===== src/rtl/tff_bist_ctrl.sv =====
// BIST sequencer for a bank of T flip-flops: clears the bank, applies k = 0..NUM_ITER-1
// as toggle patterns and checks each response against a running XOR model of the bank.
module tff_bist_ctrl #(
    parameter int WIDTH    = 4,
    parameter int NUM_ITER = 8
) (
    input  logic             clk,
    input  logic             clear,
    input  logic             start,
    input  logic             abort,
    input  logic [WIDTH-1:0] q_vec,
    output logic [WIDTH-1:0] t_vec,
    output logic             tff_clear,
    output logic             busy,
    output logic             done,
    output logic             fault,
    output logic [7:0]       fail_cnt,
    output logic [WIDTH-1:0] fail_mask
);

    localparam int KW = (NUM_ITER > 1) ? $clog2(NUM_ITER) : 1;
    localparam logic [KW-1:0] K_LAST = KW'(NUM_ITER - 1);

    localparam logic [2:0] IDLE    = 3'd0;
    localparam logic [2:0] CLR     = 3'd1;
    localparam logic [2:0] CHK_CLR = 3'd2;
    localparam logic [2:0] APPLY   = 3'd3;
    localparam logic [2:0] CHECK   = 3'd4;
    localparam logic [2:0] DONE    = 3'd5;

    logic [2:0]       state_q, state_d;
    logic [KW-1:0]    k_q, k_d;
    logic [WIDTH-1:0] exp_q, exp_d;
    logic [WIDTH-1:0] t_vec_q, t_vec_d;
    logic             tff_clear_q, tff_clear_d;
    logic             busy_q, busy_d;
    logic             done_q, done_d;
    logic             fault_q, fault_d;
    logic [7:0]       fail_cnt_q, fail_cnt_d;
    logic [WIDTH-1:0] fail_mask_q, fail_mask_d;

    logic             cmp_en;
    logic [WIDTH-1:0] cmp_ref;
    logic [WIDTH-1:0] cmp_diff;
    logic [KW+WIDTH-1:0] k_wide;

    always_comb begin
        state_d     = state_q;
        k_d         = k_q;
        exp_d       = exp_q;
        fault_d     = fault_q;
        fail_cnt_d  = fail_cnt_q;
        fail_mask_d = fail_mask_q;
        cmp_en      = 1'b0;
        cmp_ref     = '0;

        case (state_q)
            IDLE: begin
                if (start) begin
                    state_d     = CLR;
                    k_d         = '0;
                    exp_d       = '0;
                    fault_d     = 1'b0;
                    fail_cnt_d  = 8'd0;
                    fail_mask_d = '0;
                end
            end
            CLR: begin
                exp_d   = '0;
                state_d = CHK_CLR;
            end
            CHK_CLR: begin
                cmp_en  = 1'b1;
                state_d = APPLY;
            end
            APPLY: begin
                exp_d   = exp_q ^ t_vec_q;
                state_d = CHECK;
            end
            CHECK: begin
                cmp_en  = 1'b1;
                cmp_ref = exp_q;
                if (k_q == K_LAST) begin
                    state_d = DONE;
                end else begin
                    k_d     = k_q + 1'b1;
                    state_d = APPLY;
                end
            end
            DONE:    state_d = IDLE;
            default: state_d = IDLE;
        endcase

        // Abort wins over everything, including the compare of the current cycle.
        if (abort && (state_q != IDLE)) begin
            state_d = IDLE;
            k_d     = k_q;
            exp_d   = exp_q;
            cmp_en  = 1'b0;
        end

        cmp_diff = q_vec ^ cmp_ref;
        if (cmp_en && (cmp_diff != '0)) begin
            fault_d     = 1'b1;
            fail_cnt_d  = (fail_cnt_q == 8'hFF) ? fail_cnt_q : fail_cnt_q + 8'd1;
            fail_mask_d = fail_mask_q | cmp_diff;
        end

        // Outputs are decoded from the next state so they line up with the state register.
        k_wide      = {{WIDTH{1'b0}}, k_d};
        t_vec_d     = (state_d == APPLY) ? k_wide[WIDTH-1:0] : '0;
        tff_clear_d = (state_d == CLR);
        busy_d      = (state_d != IDLE);
        done_d      = (state_d == DONE);
    end

    always_ff @(posedge clk or posedge clear) begin
        if (clear) begin
            state_q     <= IDLE;
            k_q         <= '0;
            exp_q       <= '0;
            t_vec_q     <= '0;
            tff_clear_q <= 1'b0;
            busy_q      <= 1'b0;
            done_q      <= 1'b0;
            fault_q     <= 1'b0;
            fail_cnt_q  <= 8'd0;
            fail_mask_q <= '0;
        end else begin
            state_q     <= state_d;
            k_q         <= k_d;
            exp_q       <= exp_d;
            t_vec_q     <= t_vec_d;
            tff_clear_q <= tff_clear_d;
            busy_q      <= busy_d;
            done_q      <= done_d;
            fault_q     <= fault_d;
            fail_cnt_q  <= fail_cnt_d;
            fail_mask_q <= fail_mask_d;
        end
    end

    assign t_vec     = t_vec_q;
    assign tff_clear = tff_clear_q;
    assign busy      = busy_q;
    assign done      = done_q;
    assign fault     = fault_q;
    assign fail_cnt  = fail_cnt_q;
    assign fail_mask = fail_mask_q;

endmodule

===== config.mk =====
export PLATFORM = sky130hd
export DESIGN_NAME = tff_bist_ctrl
export DESIGN_NICKNAME = d
export VERILOG_FILES = /design/src/rtl/tff_bist_ctrl.sv
export SDC_FILE = /design/constraint.sdc
export NUM_CORES = 1
export LEC_CHECK = 0
export BUFFER_PORTS_ARGS = -buffer_cell sky130_fd_sc_hd__buf_2
export CAP_MARGIN = 25
export CORE_ASPECT_RATIO = 0.6
export CORE_MARGIN = 2
export CORE_UTILIZATION = 50
export DETAILED_ROUTE_END_ITERATION = 8
export PLACE_DENSITY = 0.78
export REMOVE_ABC_BUFFERS = 1
export SLEW_MARGIN = 20
export SYNTH_ARGS = -nofsm -noshare
export SYNTH_HDL_FRONTEND = slang
export SYNTH_SLANG_ARGS = --single-unit

===== constraint.sdc =====
create_clock -name clk -period 2.55 [get_ports clk]
set_clock_uncertainty 0.15 [all_clocks]
set_input_delay 0.51 -clock clk [delete_from_list [all_inputs] [get_ports clk]]
set_output_delay 0.51 -clock clk [all_outputs]
set_load 0.1 [all_outputs]

After elaboration in Yosys (flattened, before gate mapping)
Index checks and enable logic that the tools add are counted.
Word-level totals
  bits of input ports: 8
  register bits after elaboration: 29
  output and inout port bits: 20
  logic and storage cells: 63
Operators by class
  $add $sub $neg: 2
  bitwise operators: 4
  equality and inequality tests: 11
  reductions and logical operators: 13
  multiplexer cells: 23
Operator list (number)
  two-way mux 8 bit: 4
  two-way mux 3 bit: 7
  two-way mux 4 bit: 4
  case mux 3 bit (5 select lines): 1
  case mux 4 bit (3 select lines): 1
  == test 3 x 2 -> 1 bit (second input constant): 3
  == test 3 bit (second input constant): 3
  nonzero test 3 bit: 3
  adder 8 x 1 -> 8 bit (second input constant): 1
  == test 8 bit (second input constant): 1
  == test 3 x 1 -> 1 bit (second input constant): 2
  case mux 3 bit (2 select lines): 1
  AND reduction 3 bit: 2
  two-way mux 1 bit: 5
  inequality test 2 bit (second input constant): 2
  bitwise OR 4 bit: 1
  nonzero test 2 bit: 2
  nonzero test 4 bit: 1
  XOR 4 x 3 -> 4 bit: 1
  XOR 4 bit: 1
  adder 3 x 1 -> 3 bit (second input constant): 1
  logical NOT 3 bit: 1
  logical AND 1 bit: 2
  AND reduction 2 bit: 1
  other kinds (2): 2

Logic depth before layout (Yosys ltp)
  depth after elaboration: 7
  gate-level depth with buffers: 7
  gate-level depth less buffers: 6

Worst setup path after synthesis
OpenSTA, ideal clock, no wires.
  kind: flip-flop to flip-flop
  start point: register fail_cnt_q[0] (netlist: fail_cnt[0])
  end point: register fail_cnt_q[7] (netlist: fail_cnt[7])
  data required time: 2274 ps
  period minus slack after synthesis: 2542 ps
  library setup time: 126 ps
  data arrival time: 2266 ps
  path buffers: 0
  stages on the path, launching flop included: 7
  path slack: 8 ps
  cells stage by stage: dfrtp_1 > ha_1 > and4_1 > nand4_1 > and2_1 > and4_4 > a221o_1
Between the ends
  word-level cells in the longest chain between the ends: 3
RTL lines
  start, declared: RTL line 39  | logic [7:0] fail_cnt_q, fail_cnt_d;
  start signal, assigned: RTL line 138  | fail_cnt_q <= fail_cnt_d;
  adder 8 x 1 -> 8 bit or == test 8 bit (tied branches): RTL line 105  | fail_cnt_d = (fail_cnt_q == 8'hFF) ? fail_cnt_q : fail_cnt_q + 8'd1;
  two-way mux 8 bit or inequality test 2 bit (tied branches)
  two-way mux 8 bit or AND reduction 3 bit (tied branches)
Parallel ways exist; a longest one is shown, timed or not. The select of a mux whose other input is x is not followed.
A chain may end at the register's enable or synchronous reset.

Worst setup path after layout
  start point: register state_q[0]
  end point: register fail_cnt_q[2] (netlist: fail_cnt[2])
Between the ends
  word-level cells in the longest chain between the ends: 7
RTL lines
  start, declared: RTL line 31  | logic [2:0] state_q, state_d;
  start signal, assigned: RTL line 130  | state_q <= state_d;
  == test 3 bit or == test 3 x 2 -> 1 bit (tied branches): RTL line 57  | case (state_q)
  two-way mux 4 bit or OR reduction 2 bit (tied branches)
  XOR 4 bit or two-way mux 1 bit (tied branches): RTL line 102, 57
  nonzero test 4 bit or two-way mux 1 bit (tied branches): RTL line 103, 95
  logical AND 1 bit: RTL line 103  | if (cmp_en && (cmp_diff != '0)) begin
  inequality test 2 bit (no source line) or nonzero test 2 bit (tied branches)
  AND reduction 3 bit (no source line)
Parallel ways exist; a longest one is shown, timed or not.

==> results.md <==
* Seq/Total Area, Yosys at 0.483
* Max_cap viols at 0
* Setup CP Type: reg -> reg
* P per Cell Area at around 1100 nW/µm²
* Clock root buffer: clkbuf_8
* Total global-route track usage at 0.201
* Syn. warnings at 0
* Synth Area per Inst at 10.3 µm²
* Mapped cell area at about 1500 µm²
* Minimum clock period at around 2300 ps
* Slew Viols, Final at 0
* Post-Synthesis Cells at 141
* Total Power at 1.81 mW
* Vias in the first global route at 1,026
* Worst skew pair latency at 270 ps
* CP delay by family, top: simple AND/OR/NAND/NOR gates
* CTS Buf Count at 3
* Largest net degree at the start of global routing at 29
* Yosys reg bits at 28
* Fin crit share at 0.915
* Reg2reg end: fail_cnt[2]$_DFFE_PP0P_
* Post-synth cell types at 48
* H-tree depth at 1
* GRT met1 Usage at 0.282
* Slew @ Worst Pin at ~500 ps
* Nets@finish at 179
* Maximum vdd drop at 0.613 mV
* Ys flop type: dfrtp_1
* Initial antenna violation count at 0
* Hold buffers post-CTS at 0
* Setup Buffers After CTS at 0
* Clock Pin Slew Worst Setup and Hold Paths at 90 ps
* Clock sinks at 28
* DRT antenna net count at 0
* Via count at roughly 1,200
* Die Y at 45.7 µm
* Pleak at 0.829 nW
* Pre-CTS setup slack at 258 ps
* CTS max path bufs at 2
* Post-DR wirelength/cell at 15.6 µm
* I/O Buffers at 26
* CTS tree: done
* Starting DRT DRC Count at 88
* DR vias/cell at 5.89
* Top area cells in the synthesized netlist: dfrtp_1 48%, nor2_1 4.1%, nand2_1 2.8%
* Bufs and invs on worst path at 0
* R2r setup slk at 220 ps
* Relative slew margins at 0.670
* Post-CTS Resized at 0
* Grt ovf at 0
* Gpl congestion at 0.860
* Pre-antenna DRT Iters at 4
* RSZ-0062 raised after global routing: no
* Most common cell in the netlist: dfrtp_1
* Max Fclk at 428 MHz
* Max incr delay on CP at ~530 ps
* Initial Util at 0.515
* Antenna diode instance count at 0
* Met2 Usage GRT at 0.321
* CP Capture Type: flip-flop
* Layout cells sized above 1 at 0.250
* Status: finished, final reports clean
* Chip width at 73.5 µm
* Post-synth EDFFs at 0
* Io pins at 28
* Global-route wire length before repair at 4890 µm
* Crit-path slowest cell: dfrtp_1
* Hold Crit Class: in -> async
* Worst r2r src: state_q[0]$_DFF_PP0_
* Req. time, crit path at between 2000 and 3000 ps
* Final TNS setup at 0 ps
* Final setup viols at 0
* Die area at approximately 3400 µm²
* CP Data Arrival Time at 2370 ps
* Crit Path Max Fanout at 13
* Final hold vios at 0
* Final core occ at 0.594
* Global route hottest layer: met2
* Floorplan row count at 15
* Routing usage on met3 at 0.0354
* Post-synth top cells: 28 x dfrtp_1, 16 x nor2_1, 11 x nand2_1, 8 x a21oi_1, 7 x o21ai_0
* Ys async rst share at 1.00
* Worst setup margin at 216 ps
* Syn-to-layout area delta at 15.4%
* Synth area leader: dfrtp_1
* HPWL after DPL at about 2300 µm
* Placed insts at slightly below 200
* Worst R2R Path Depth at 5
* Fillcell total at between 200 and 250
* Post-synth top area share at 0.483
* Crit start category: flip-flop
* Core area at roughly 2800 µm²
* Final WL at 3150 µm
* DRC at 0
* Layout Cells excl Fill at 202
* CP cell instances: and4bb_2, xor2_1, nor4_4, or4_1, a21oi_1
power breakdown:
part	internal [mW]	leakage [nW]	total (mW)	switching [mW]
clock network	0.210	0.0357	0.341	0.131
registers	0.523	0.382	0.617	0.0934
logic	0.169	0.411	0.852	0.683
total	0.902	0.829	1.81	0.907
metal layers:
metal / routed length [µm] / share of wire / up-vias
met5: 0 / 0 / -
met4: 21 / 0.0067 / 0
met3: 210 / 0.067 / 2
met2: 1430 / 0.45 / 58
met1: 1500 / 0.47 / 555
li1: - / - / 574
final cells by class:
cell class	count	area, µm²	share of cell area
multi-input cells	106	708	0.423
flip-flops and latches	28	701	0.419
repair buffers	27	138	0.0823
well taps	34	42.5	0.0254
clock buffers	3	41.3	0.0247
clock inverters	1	30.0	0.0180
inverters	3	12.5	0.00748
sequential cells by signal, indices dropped and copies added (netlist names):
register / flops
fail_cnt: 8
tff_clear: 1
fail_mask: 4
done: 1
busy: 1
state_q: 3
fault: 1
k_q: 3
t_vec: 3
exp_q: 3
cell usage in the layout (no fill, tap or decap), types with 4 or more instances in the layout:
cell / netlist / layout
dfrtp_1: 28 / 28
buf_2: 2 / 26
nor2_1: 16 / 16
nand2_1: 11 / 11
a21oi_1: 8 / 8
o21ai_0: 7 / 7
nor2b_1: 5 / 5
nand3_1: 4 / 4
a221o_1: 4 / 4
how the worst max path moves through the flow:
stage | from | endpoint | slack (ps) | cells after the start
CTS | state_q[0]$_DFF_PP0_ | fail_cnt[7]$_DFFE_PP0P_ | 240 | 5
floorplan | fail_cnt[0]$_DFFE_PP0P_ | fail_cnt[7]$_DFFE_PP0P_ | 8 | 6
global placement | state_q[0]$_DFF_PP0_ | fail_cnt[7]$_DFFE_PP0P_ | 340 | 5
global route | state_q[0]$_DFF_PP0_ | fail_cnt[5]$_DFFE_PP0P_ | 130 | 5
finish | state_q[0]$_DFF_PP0_ | fail_cnt[2]$_DFFE_PP0P_ | 220 | 5
detailed placement | state_q[0]$_DFF_PP0_ | fail_cnt[7]$_DFFE_PP0P_ | 260 | 5
worst reg2reg max path, delay by kind of cell, from the launching register on:
kind / cells / cell delay (ps)
flops: 1 / 530
xor+xnor: 1 / 390
compound gates: 1 / 180
simple gates: 3 / 1010
logic make-up (layout without fill, tap and decap cells):
| group | count (synthesis) | in the layout | share of synthesized area |
|---|---|---|---|
| AO/OA/AOI/OAI | 31 | 31 | 0.147 |
| flip-flops | 28 | 28 | 0.483 |
| other | 1 | 1 | 0.00259 |
| AND/OR/NAND/NOR | 64 | 64 | 0.264 |
| XOR/XNOR | 4 | 4 | 0.0293 |
| adder cells (fa/ha/maj) | 2 | 2 | 0.0173 |
| multiplexers | 4 | 4 | 0.0285 |
| buffers and inverters | 7 | 34 | 0.0285 |
through the flow:
step / hold WS (ps) / instance area (µm²)
after global placement: 323 / 1600
after CTS: 138 / 1670
after floorplan: 299 / 1420
after global routing: 164 / 1670
after detailed placement: 326 / 1600
final: 130 / 1670
Power figures use the tool's default switching activity.
